$ cat src/rtl/axil_pkg.sv
// Shared types for the AXI-Lite register-file responder.
//   resp_t     : AXI response codes driven on RRESP/BRESP
//   wr_state_t : write-channel FSM states
//   rd_state_t : read-channel FSM states
// Optional feature macro used by the users of this package: AXIL_SLAVE_WSTRB_EN.
package axil_pkg;

  typedef enum logic [1:0] {
    RESP_OKAY   = 2'b00,
    RESP_SLVERR = 2'b10
  } resp_t;

  typedef enum logic {
    W_IDLE,
    W_RESP
  } wr_state_t;

  typedef enum logic {
    R_IDLE,
    R_DATA
  } rd_state_t;

endpackage

$ cat src/rtl/axil_regfile.sv
// Register storage behind the AXI-Lite responder.
// Ports:
//   i_clk, i_rst_n    clock, asynchronous active-low reset
//   i_wr_en           commit a write this cycle (address/data/strobes below)
//   i_wr_addr         byte address of the write
//   i_wr_data         write data
//   i_wr_strb         byte-lane enables (all ones when strobes are not used)
//   o_wr_ok           write address is in range (combinational)
//   i_rd_addr         byte address of the read
//   o_rd_data         read data, 0 when out of range (combinational)
//   o_rd_ok           read address is in range (combinational)
//   o_reg_q           all register contents, reg i at [i*DATA_W +: DATA_W]
//   o_reg_wr_pulse    bit i high for the cycle after reg i is written
// The byte-strobe feature (macro AXIL_SLAVE_WSTRB_EN) is handled in the top;
// this block always honours i_wr_strb.
module axil_regfile
  import axil_pkg::*;
#(
  parameter int ADDR_W   = 32,
  parameter int DATA_W   = 32,
  parameter int NUM_REGS = 8
) (
  input  logic                         i_clk,
  input  logic                         i_rst_n,
  input  logic                         i_wr_en,
  input  logic [ADDR_W-1:0]            i_wr_addr,
  input  logic [DATA_W-1:0]            i_wr_data,
  input  logic [DATA_W/8-1:0]          i_wr_strb,
  output logic                         o_wr_ok,
  input  logic [ADDR_W-1:0]            i_rd_addr,
  output logic [DATA_W-1:0]            o_rd_data,
  output logic                         o_rd_ok,
  output logic [NUM_REGS*DATA_W-1:0]   o_reg_q,
  output logic [NUM_REGS-1:0]          o_reg_wr_pulse
);

  localparam int IDX_W = $clog2(NUM_REGS);
  localparam int NB    = DATA_W / 8;
  localparam logic [ADDR_W-1:0] ADDR_LIMIT = ADDR_W'(NUM_REGS * 4);

  logic [IDX_W-1:0]  w_wr_idx;
  logic [IDX_W-1:0]  w_rd_idx;
  logic [DATA_W-1:0] w_words [NUM_REGS];

  // The full address is compared so that aliases above the register window
  // are rejected rather than wrapping onto a low register.
  assign w_wr_idx  = i_wr_addr[IDX_W+1:2];
  assign w_rd_idx  = i_rd_addr[IDX_W+1:2];
  assign o_wr_ok   = (i_wr_addr < ADDR_LIMIT);
  assign o_rd_ok   = (i_rd_addr < ADDR_LIMIT);
  assign o_rd_data = o_rd_ok ? w_words[w_rd_idx] : '0;

  genvar gi;
  generate
    for (gi = 0; gi < NUM_REGS; gi++) begin : g_reg
      logic [DATA_W-1:0] r_word;
      logic              r_pulse;
      logic              w_sel;

      assign w_sel = i_wr_en & o_wr_ok & (w_wr_idx == IDX_W'(gi));

      always_ff @(posedge i_clk or negedge i_rst_n) begin
        if (!i_rst_n) begin
          r_word  <= '0;
          r_pulse <= 1'b0;
        end else begin
          // Pulse fires even when every strobe is 0: the write still happened.
          r_pulse <= w_sel;
          for (int b = 0; b < NB; b++) begin
            if (w_sel && i_wr_strb[b]) begin
              r_word[b*8 +: 8] <= i_wr_data[b*8 +: 8];
            end
          end
        end
      end

      assign w_words[gi]                   = r_word;
      assign o_reg_q[gi*DATA_W +: DATA_W]  = r_word;
      assign o_reg_wr_pulse[gi]            = r_pulse;
    end
  endgenerate

endmodule

$ cat src/rtl/axi_lite_slave_regfile.sv
// AXI-Lite responder backed by a flat register file.
// Ports:
//   aclk, areset_n            clock, asynchronous active-low reset
//   AR*/R*                    read address / read data channels
//   AW*/W*/B*                 write address / write data / write response
//   WSTRB                     byte-lane strobes, only with AXIL_SLAVE_WSTRB_EN
//   reg_q                     register contents, reg i at [i*DATA_W +: DATA_W]
//   reg_wr_pulse              bit i high the cycle after reg i is written
// Optional feature macro: AXIL_SLAVE_WSTRB_EN (adds WSTRB; without it every
// write updates the full word).
// Read and write channels are independent FSMs; every AXI output is a flop.
module axi_lite_slave_regfile
  import axil_pkg::*;
#(
  parameter int ADDR_W   = 32,
  parameter int DATA_W   = 32,
  parameter int NUM_REGS = 8
) (
  input  logic                        aclk,
  input  logic                        areset_n,
  input  logic                        ARVALID,
  output logic                        ARREADY,
  input  logic [ADDR_W-1:0]           ARADDR,
  output logic                        RVALID,
  input  logic                        RREADY,
  output logic [DATA_W-1:0]           RDATA,
  output logic [1:0]                  RRESP,
  input  logic                        AWVALID,
  output logic                        AWREADY,
  input  logic [ADDR_W-1:0]           AWADDR,
  input  logic                        WVALID,
  output logic                        WREADY,
  input  logic [DATA_W-1:0]           WDATA,
`ifdef AXIL_SLAVE_WSTRB_EN
  input  logic [DATA_W/8-1:0]         WSTRB,
`endif
  output logic                        BVALID,
  input  logic                        BREADY,
  output logic [1:0]                  BRESP,
  output logic [NUM_REGS*DATA_W-1:0]  reg_q,
  output logic [NUM_REGS-1:0]         reg_wr_pulse
);

  localparam int NB = DATA_W / 8;

  // ---------------- write channel ----------------
  wr_state_t         r_wstate;
  logic              r_awready, r_wready, r_aw_got, r_w_got, r_bvalid;
  resp_t             r_bresp;
  logic [ADDR_W-1:0] r_awaddr;
  logic [DATA_W-1:0] r_wdata;

  logic              w_aw_hs, w_w_hs, w_have_aw, w_have_w, w_wr_fire, w_wr_ok;
  logic [ADDR_W-1:0] w_wr_addr;
  logic [DATA_W-1:0] w_wr_data;
  logic [NB-1:0]     w_wr_strb;

  assign w_aw_hs   = AWVALID & r_awready;
  assign w_w_hs    = WVALID & r_wready;
  assign w_have_aw = r_aw_got | w_aw_hs;
  assign w_have_w  = r_w_got | w_w_hs;
  // The write commits on the edge where the second half arrives, using the
  // live bus value for whichever half is handshaking on this very edge.
  assign w_wr_fire = (r_wstate == W_IDLE) & w_have_aw & w_have_w;
  assign w_wr_addr = r_aw_got ? r_awaddr : AWADDR;
  assign w_wr_data = r_w_got ? r_wdata : WDATA;

`ifdef AXIL_SLAVE_WSTRB_EN
  logic [NB-1:0] r_wstrb;
  assign w_wr_strb = r_w_got ? r_wstrb : WSTRB;
`else
  assign w_wr_strb = '1;
`endif

  always_ff @(posedge aclk or negedge areset_n) begin
    if (!areset_n) begin
      r_wstate  <= W_IDLE;
      r_awready <= 1'b0;
      r_wready  <= 1'b0;
      r_aw_got  <= 1'b0;
      r_w_got   <= 1'b0;
      r_bvalid  <= 1'b0;
      r_bresp   <= RESP_OKAY;
      r_awaddr  <= '0;
      r_wdata   <= '0;
    end else begin
      case (r_wstate)
        W_IDLE: begin
          if (w_wr_fire) begin
            r_bvalid  <= 1'b1;
            r_bresp   <= w_wr_ok ? RESP_OKAY : RESP_SLVERR;
            r_awready <= 1'b0;
            r_wready  <= 1'b0;
            r_aw_got  <= 1'b0;
            r_w_got   <= 1'b0;
            r_wstate  <= W_RESP;
          end else begin
            if (w_aw_hs) begin
              r_aw_got <= 1'b1;
              r_awaddr <= AWADDR;
            end
            if (w_w_hs) begin
              r_w_got <= 1'b1;
              r_wdata <= WDATA;
            end
            // Also raises both readies on the first edge after reset.
            r_awready <= !w_have_aw;
            r_wready  <= !w_have_w;
          end
        end
        W_RESP: begin
          if (BREADY) begin
            r_bvalid  <= 1'b0;
            r_awready <= 1'b1;
            r_wready  <= 1'b1;
            r_wstate  <= W_IDLE;
          end
        end
        default: r_wstate <= W_IDLE;
      endcase
    end
  end

`ifdef AXIL_SLAVE_WSTRB_EN
  always_ff @(posedge aclk or negedge areset_n) begin
    if (!areset_n) begin
      r_wstrb <= '0;
    end else if (w_w_hs && !w_wr_fire) begin
      r_wstrb <= WSTRB;
    end
  end
`endif

  // ---------------- read channel ----------------
  rd_state_t         r_rstate;
  logic              r_arready, r_rvalid;
  logic [DATA_W-1:0] r_rdata;
  resp_t             r_rresp;

  logic [DATA_W-1:0] w_rd_data;
  logic              w_rd_ok;

  // Read data is sampled from the register outputs before this edge's write
  // lands, so a same-edge read/write of one register returns the old value.
  always_ff @(posedge aclk or negedge areset_n) begin
    if (!areset_n) begin
      r_rstate  <= R_IDLE;
      r_arready <= 1'b0;
      r_rvalid  <= 1'b0;
      r_rdata   <= '0;
      r_rresp   <= RESP_OKAY;
    end else begin
      case (r_rstate)
        R_IDLE: begin
          if (ARVALID && r_arready) begin
            r_rdata   <= w_rd_data;
            r_rresp   <= w_rd_ok ? RESP_OKAY : RESP_SLVERR;
            r_rvalid  <= 1'b1;
            r_arready <= 1'b0;
            r_rstate  <= R_DATA;
          end else begin
            r_arready <= 1'b1;
          end
        end
        R_DATA: begin
          if (RREADY) begin
            r_rvalid  <= 1'b0;
            r_arready <= 1'b1;
            r_rstate  <= R_IDLE;
          end
        end
        default: r_rstate <= R_IDLE;
      endcase
    end
  end

  axil_regfile #(
    .ADDR_W   (ADDR_W),
    .DATA_W   (DATA_W),
    .NUM_REGS (NUM_REGS)
  ) u_regfile (
    .i_clk          (aclk),
    .i_rst_n        (areset_n),
    .i_wr_en        (w_wr_fire),
    .i_wr_addr      (w_wr_addr),
    .i_wr_data      (w_wr_data),
    .i_wr_strb      (w_wr_strb),
    .o_wr_ok        (w_wr_ok),
    .i_rd_addr      (ARADDR),
    .o_rd_data      (w_rd_data),
    .o_rd_ok        (w_rd_ok),
    .o_reg_q        (reg_q),
    .o_reg_wr_pulse (reg_wr_pulse)
  );

  assign AWREADY = r_awready;
  assign WREADY  = r_wready;
  assign BVALID  = r_bvalid;
  assign BRESP   = r_bresp;
  assign ARREADY = r_arready;
  assign RVALID  = r_rvalid;
  assign RDATA   = r_rdata;
  assign RRESP   = r_rresp;

endmodule
$ cat config.mk
export PLATFORM = sky130hd
export DESIGN_NAME = axi_lite_slave_regfile
export DESIGN_NICKNAME = d
export VERILOG_FILES = /design/src/rtl/axil_pkg.sv /design/src/rtl/axil_regfile.sv /design/src/rtl/axi_lite_slave_regfile.sv
export SDC_FILE = /design/constraint.sdc
export NUM_CORES = 1
export LEC_CHECK = 0
export BUFFER_PORTS_ARGS = -buffer_cell sky130_fd_sc_hd__buf_2
export CAP_MARGIN = 20
export CORE_MARGIN = 5
export CORE_UTILIZATION = 35
export DETAILED_ROUTE_END_ITERATION = 10
export PLACE_DENSITY_LB_ADDON = 0.1
export SLEW_MARGIN = 10
export SYNTH_ARGS = -nofsm -noshare
export SYNTH_HDL_FRONTEND = slang
export SYNTH_SLANG_ARGS = --single-unit
$ cat constraint.sdc
create_clock -name aclk -period 2.7 [get_ports aclk]
set_input_delay 0.135 -clock aclk [delete_from_list [all_inputs] [get_ports aclk]]
set_output_delay 0.135 -clock aclk [all_outputs]
set_load 0.02 [all_outputs]
======== Yosys cells after proc, flatten, opt, wreduce, memory -nomap -nowiden ========
Index checks and enable logic that the tools add are counted.
word-level totals
  register bits ........................... 373
operators by class
  order comparisons ....................... 3
  reduce and logical (&&, ||, !) cells .... 14
  bitwise logic cells ..................... 19
  mux-type cells .......................... 32
  equality and inequality tests ........... 11
operator list
  cell                                                                           count
  32-bit two-way mux                                                             5
  32-bit binary-select mux with 3-bit select                                     1
  32-bit by 6-bit less-than comparator with 1-bit output, second input constant  2
  1-bit two-way mux                                                              17
  1-bit one-hot mux with 2 select lines                                          7
  1-bit AND                                                                      13
  3-bit equality test, second input constant                                     4
  2-bit AND reduction                                                            6
  3-bit by 2-bit equality test with 1-bit output, second input constant          2
  2-bit inequality test, second input constant                                   3
  3-bit AND reduction                                                            2
  4-bit >= comparator, second input constant                                     1
  2-bit two-way mux                                                              2
  3-bit inverter with 4-bit output                                               1
  2-bit nonzero test                                                             2
  3-bit by 1-bit equality test with 1-bit output, second input constant          1
  3-bit zero test                                                                1
  1-bit inverter                                                                 3
  1-bit zero test                                                                2
  2-bit by 1-bit inequality test with 1-bit output, second input constant        1
  1-bit bitwise OR                                                               2
  1-bit logical AND                                                              1

======== Depth between registers and ports, before layout ========
  depth after elaboration ................. 6
  depth in mapped cells ................... 8
  gate-level depth less buffers ........... 5

======== Modules after synthesis ========
A second synthesis with hierarchy kept.
second synthesis, totals
  cells, all modules ...................... 1084
  area total of the unflattened synthesis .. 17206.5 um^2
modules (own cells, without submodules)
  module                  area each (um^2)  instances  cells an instance  seq. area each (um^2)
  axil_regfile            12374.4           1          767                6606.3
  axi_lite_slave_regfile  4832.1            1          317                2677.6

======== Worst setup path after synthesis ========
Ideal clock, no wire load.
  kind .................................... reg-to-reg
  start ................................... register r_wready, in the netlist WREADY
  end ..................................... register u_regfile.g_reg[6].r_word[0]
  buffers on the path ..................... 2
  cell stages (with the launch flop) ...... 8
  arrival ................................. 2.123 ns
  path slack .............................. 0.452 ns
  required time ........................... 2.575 ns
  period minus slack after synthesis ...... 2.248 ns
  cell sequence ........................... dfrtp_1 a21oi_1 or3_4 a221oi_4 buf_2 nand4_2 buf_4 mux2_2
on the way
  cells in the longest elaborated chain, start to end .. 5
ends and longest elaborated chain
  item                           RTL line                       source
  start, declared                axi_lite_slave_regfile.sv:48   logic r_awready, r_wready, r_aw_got, r_w_got, r_bvalid;
  start signal, assigned         axi_lite_slave_regfile.sv:108  r_wready <= !w_have_w;
  1-bit AND                      axi_lite_slave_regfile.sv:59   assign w_w_hs = WVALID & r_wready;
  1-bit bitwise OR               axi_lite_slave_regfile.sv:61   assign w_have_w = r_w_got | w_w_hs;
  1-bit AND                      axi_lite_slave_regfile.sv:64   assign w_wr_fire = (r_wstate == W_IDLE) & w_have_aw & w_have_w;
  1-bit AND (2 in a row)         axil_regfile.sv:60             assign w_sel = i_wr_en & o_wr_ok & (w_wr_idx == IDX_W'(gi));
  end signal, assigned by index  axil_regfile.sv:71             r_word[b*8 +: 8] <= i_wr_data[b*8 +: 8];
  end, declared                  axil_regfile.sv:56             logic [DATA_W-1:0] r_word;
Every way passes these cells.
A chain may end at the register's enable or synchronous reset.

======== Worst setup path after layout ========
  start ................................... register r_aw_got
  end ..................................... register u_regfile.g_reg[3].r_word[14]
on the way
  cells in the longest elaborated chain, start to end .. 5
  elaborated cells between the ends (all ways) .. 8
  those cells by class .................... 1 x order compare; 1 x eq/ne; 1 x mux; 5 x bitwise
ends and longest elaborated chain
  item                                                                                                            RTL line                      source
  start, declared                                                                                                 axi_lite_slave_regfile.sv:48
  start signal, assigned                                                                                          axi_lite_slave_regfile.sv:80  r_aw_got <= 1'b0;
  start signal, assigned                                                                                          axi_lite_slave_regfile.sv:94  r_aw_got <= 1'b0;
  start signal, assigned                                                                                          axi_lite_slave_regfile.sv:99  r_aw_got <= 1'b1;
  parallel branches: the longest is 4 deep, another holds 32-bit by 6-bit less-than comparator with 1-bit output  --
  1-bit AND *                                                                                                     axil_regfile.sv:60
  end signal, assigned by index                                                                                   axil_regfile.sv:71
  end, declared                                                                                                   axil_regfile.sv:56
Mark *: on every way between the ends.

==> results <==
- The transition at the pin with the smallest max-transition slack is 674 ps.
- With fillers left out, the area of the finished cells amounts to 0.0211 mm2.
- The length of the first detailed-routing pass in iterations is 4.
- The count of filler cells inserted in the layout is 4224.
- The area share of the largest cell type after synthesis is 0.572.
- The maximum clock skew at final layout is 18.4 ps.
- The cell row count is 78.
- The mean instance size in the synthesized netlist is 15.4 um2.
- The clock input transition at the sequential cells of the worst setup and hold paths is 60 ps.
- For this design the total switching power over the nets is 3900 uW.
- Synthesis inferred 369 register bits.
- The remaining global-route overflow is 0.
- The H-tree was split into 2 levels.
- The estimated wirelength of the detail-placed design is 33.9 mm.
- In this run the worst path has a maximum fanout of 18.
- The CTS tree is done.
- For this block, the via count after detailed routing is 11020.
- The worst slew slack as a fraction of its limit is 0.550.
- The kind of start point of the critical path is a flip-flop.
- The biggest area consumer among synthesized cells is sky130_fd_sc_hd__dfrtp_1.
- The switching fraction of total power is 0.272.
- For this configuration, the core starts out at a cell density of 0.355.
- The first global-routing pass estimated 77.7 mm of wire.
- For this design, the sink count on the clock tree is 369.
- From left edge to right edge, the die measures 225 um.
- The number of synthesized flops with an enable pin is 0.
- Counting the buffers created by CTS gives 42.
- The worst min-delay path class is primary input to async pin.
- In this run the static leakage power is 0.0111 uW.
- The congestion estimate from routability-driven global placement came to 0.773.
- For this run, the total global-route usage over all layers was measured as 0.202.
- The final count of pins violating max slew is 0.
- Traced cell by cell, the critical path runs through nor4b_1 -> nand2_1 -> a221oi_4 -> buf_12 -> nand4_1 -> buf_4 -> mux2_2.
- The largest net degree at the start of global routing is 82.
- Counting flops with an async set or reset pin after synthesis yields a share of 1.00.
- The warning count from the yosys run is 0.
- The flow ran to the end, and the final reports show no timing, DRC or antenna violations.
- By area the synthesized netlist is led by sky130_fd_sc_hd__dfrtp_1 (57%), sky130_fd_sc_hd__mux2_2 (24%), sky130_fd_sc_hd__mux4_2 (8.9%), sky130_fd_sc_hd__mux2i_1 (2.0%), sky130_fd_sc_hd__nand2_1 (1.1%).
- The deepest clock path buffer count is 3.
- The number of remaining DRC errors is 0.
- The maximum clock rate is 418 MHz.
- The total of endpoints with negative setup slack in the final report is 0.
- The overall power of the completed layout is 14300 uW.
- The highest cell delay on the worst timing path is 490 ps.
- The flop-to-flop setup slack is 310 ps.
- Leaving out fill and tap cells, the most frequent cells in the layout are sky130_fd_sc_hd__buf_2 (398), sky130_fd_sc_hd__dfrtp_1 (368), sky130_fd_sc_hd__mux2_2 (349).
- The number of nets with antenna violations after routing is 0.
- The full die area is 0.0506 mm2.
- The violation count after the first detailed-routing iteration is 496.
- The commonest non-fill, non-tap cell in the layout is sky130_fd_sc_hd__buf_2.
- The total wire length is 52.1 mm.
- Pin placement for this block handled 408 I/O pins.
- The endpoint class of the critical path is a flip-flop.
- The critical path is of the flip-flop to flip-flop type.
- The area growth from synthesis to layout is 30.5%.
- At the worst endpoint, the required time is 3130 ps.
- The total count of hold-check failures in the final report came to 0.
- Among all flip-flop cells after synthesis, the most frequent one is sky130_fd_sc_hd__dfrtp_1.
- At the worst endpoint, the arrival time is 2820 ps.
- Max-cap violations in this run came to 0.
- The clock period could shrink to 2390 ps.
- The worst supply voltage drop on vdd is 0.436 mV.
- The post-detailed-placement cell area is 0.0190 mm2.
- The share of total power dissipated in the clock network is 0.388.
- The count of input and output buffers is 401.
- The standard cell with the maximum stage delay on the critical path is sky130_fd_sc_hd__dfrtp_1.
- The number of global-route vias before repair is 11730.
- Of the cells placed in the final design, the portion with a size suffix greater than 1 is 0.590.
- After detailed routing, the average wire length per cell comes to 24.1 um.
- After technology mapping, the gate count stands at 1046.
- For the final routed database, the setup TNS stands at 0 ps.
- The fraction of the cycle the final worst path needs is 0.887.
- The total area inside the core boundary comes to 0.0455 mm2.
- Setup repair after global routing left no endpoint under its margin.
- The combinational group share of total power is 0.167.
- In this run the power density over the cells is 679 mW/mm2.
- Internal power comes to 10400 uW.
- The clock insertion delay at the later pin of the skew report is 560 ps.
- Of the synthesized area, sequential elements account for 0.572.
- The combined area of all synthesized cells is 0.0162 mm2.
- The number of unique standard cell types used by synthesis is 30.
- Measured along the y axis, the die boundary spans 225 um.
- The count of nets after finishing is 1628.
- The sequential fraction of design power is 0.445.
- The number of antenna violations at the first check in global routing is 1.
- Using the TritonRoute via totals, the vias-per-cell ratio works out to 5.11.
- Clock tree synthesis selected as its root buffer the cell sky130_fd_sc_hd__clkbuf_16.
[kinds of logic after synthesis]
kind of cell / Yosys count / share of synthesized area
other cells: 1 / 0.000232
flops: 369 / 0.572
mux: 446 / 0.353
simple gates: 108 / 0.0349
buf+inv: 75 / 0.0229
compound gates: 47 / 0.0174
[worst max-delay path: cells and delay by family, from the launching register on]
family / cells / cell delay (ps)
compound gates: 1 / 350
buf+inv: 2 / 500
flops: 1 / 490
mux: 1 / 330
simple gates: 3 / 570
[flip-flops by register name, summed over array words and instances (netlist names)]
signal               count
WREADY                   1
RVALID                   1
r_w_got                  1
RDATA                   32
BRESP                    1
r_awaddr                30
RRESP                    1
u_regfile.g.r_word     256
r_wdata                 32
AWREADY                  1
r_aw_got                 1
BVALID                   1
r_rstate                 1
u_regfile.g.r_pulse      8
ARREADY                  1
r_wstate                 1
[area by class of cell]
class	instances	area, um2	area share
diodes	1	2.50	0.000119
clock buffers	67	1300	0.0616
clock inverters	8	42.5	0.00202
inverters	4	15.0	0.000712
multi-input cells	603	6570	0.312
flip-flops and latches	369	9240	0.438
well taps	600	751	0.0356
repair buffers	505	3170	0.150
[final timing paths]
kind                                           start                                   endpoint  cells past startpoint
worst min register to register  RDATA[4]$_DFFE_PN0P_                       RDATA[4]$_DFFE_PN0P_                      2
worst max-delay path            r_aw_got$_DFFE_PN0P_  u_regfile.g_reg[3].r_word[14]$_DFFE_PN0P_                      7
min in group aclk                          ARADDR[4]                       RDATA[1]$_DFFE_PN0P_                      4
max in group asynchronous                   areset_n  u_regfile.g_reg[3].r_word[31]$_DFFE_PN0P_                      4
worst min-delay path                        areset_n                   r_awaddr[12]$_DFFE_PN0P_                      2
worst max register to register  r_aw_got$_DFFE_PN0P_  u_regfile.g_reg[3].r_word[14]$_DFFE_PN0P_                      7
[metrics by stage]
| step | util | std cells | setup slack [ps] | hold WS [ps] |
|---|---|---|---|---|
| global placement | 0.419 | 2012 | 174 | 108 |
| detailed placement | 0.419 | 2012 | 145 | 113 |
| global route | 0.464 | 2157 | 179 | 123 |
| CTS | 0.463 | 2155 | 125 | 99.8 |
| floorplan | - | 1047 | 452 | -161 |
| finish | 0.464 | 2157 | 306 | 97.4 |
[per-layer routing]
metal / global-route usage / routed length, um
met3: 0.0501 / 3280
met4: 0.0568 / 1320
met5: 0 / 0
met2: 0.330 / 24900
met1: 0.271 / 22500
[Yosys cell counts, types with 4 or more instances]
master / number
sky130_fd_sc_hd__mux2_2: 349
sky130_fd_sc_hd__mux4_2: 64
sky130_fd_sc_hd__inv_1: 4
sky130_fd_sc_hd__mux2i_1: 33
sky130_fd_sc_hd__a21oi_1: 4
sky130_fd_sc_hd__nand2_1: 49
sky130_fd_sc_hd__buf_2: 29
sky130_fd_sc_hd__nand4_1: 10
sky130_fd_sc_hd__nor4_1: 17
sky130_fd_sc_hd__o21ai_0: 35
sky130_fd_sc_hd__nor2_1: 10
sky130_fd_sc_hd__and4_1: 9
sky130_fd_sc_hd__clkbuf_1: 20
sky130_fd_sc_hd__o32ai_1: 4
sky130_fd_sc_hd__buf_1: 8
sky130_fd_sc_hd__dfrtp_1: 369
sky130_fd_sc_hd__buf_4: 14
[what timing repair did]
action,CTS,global route
endpoints found under the setup margin,0,14
resized for setup,0,0
buffers inserted,0,1
hold endpoints to repair,230,0
hold buffers,68,0
[power by group through the flow]
stage | registers [uW] | clock network, uW | logic, uW
finish | 6370 | 5560 | 2400
global route | 6430 | 5940 | 2640
CTS | 6360 | 5730 | 2450
floorplan | 6410 | 0 | 1500
detailed placement | 6450 | 0 | 2360
global placement | 6430 | 0 | 2320
(Power assumes the default switching activity.)
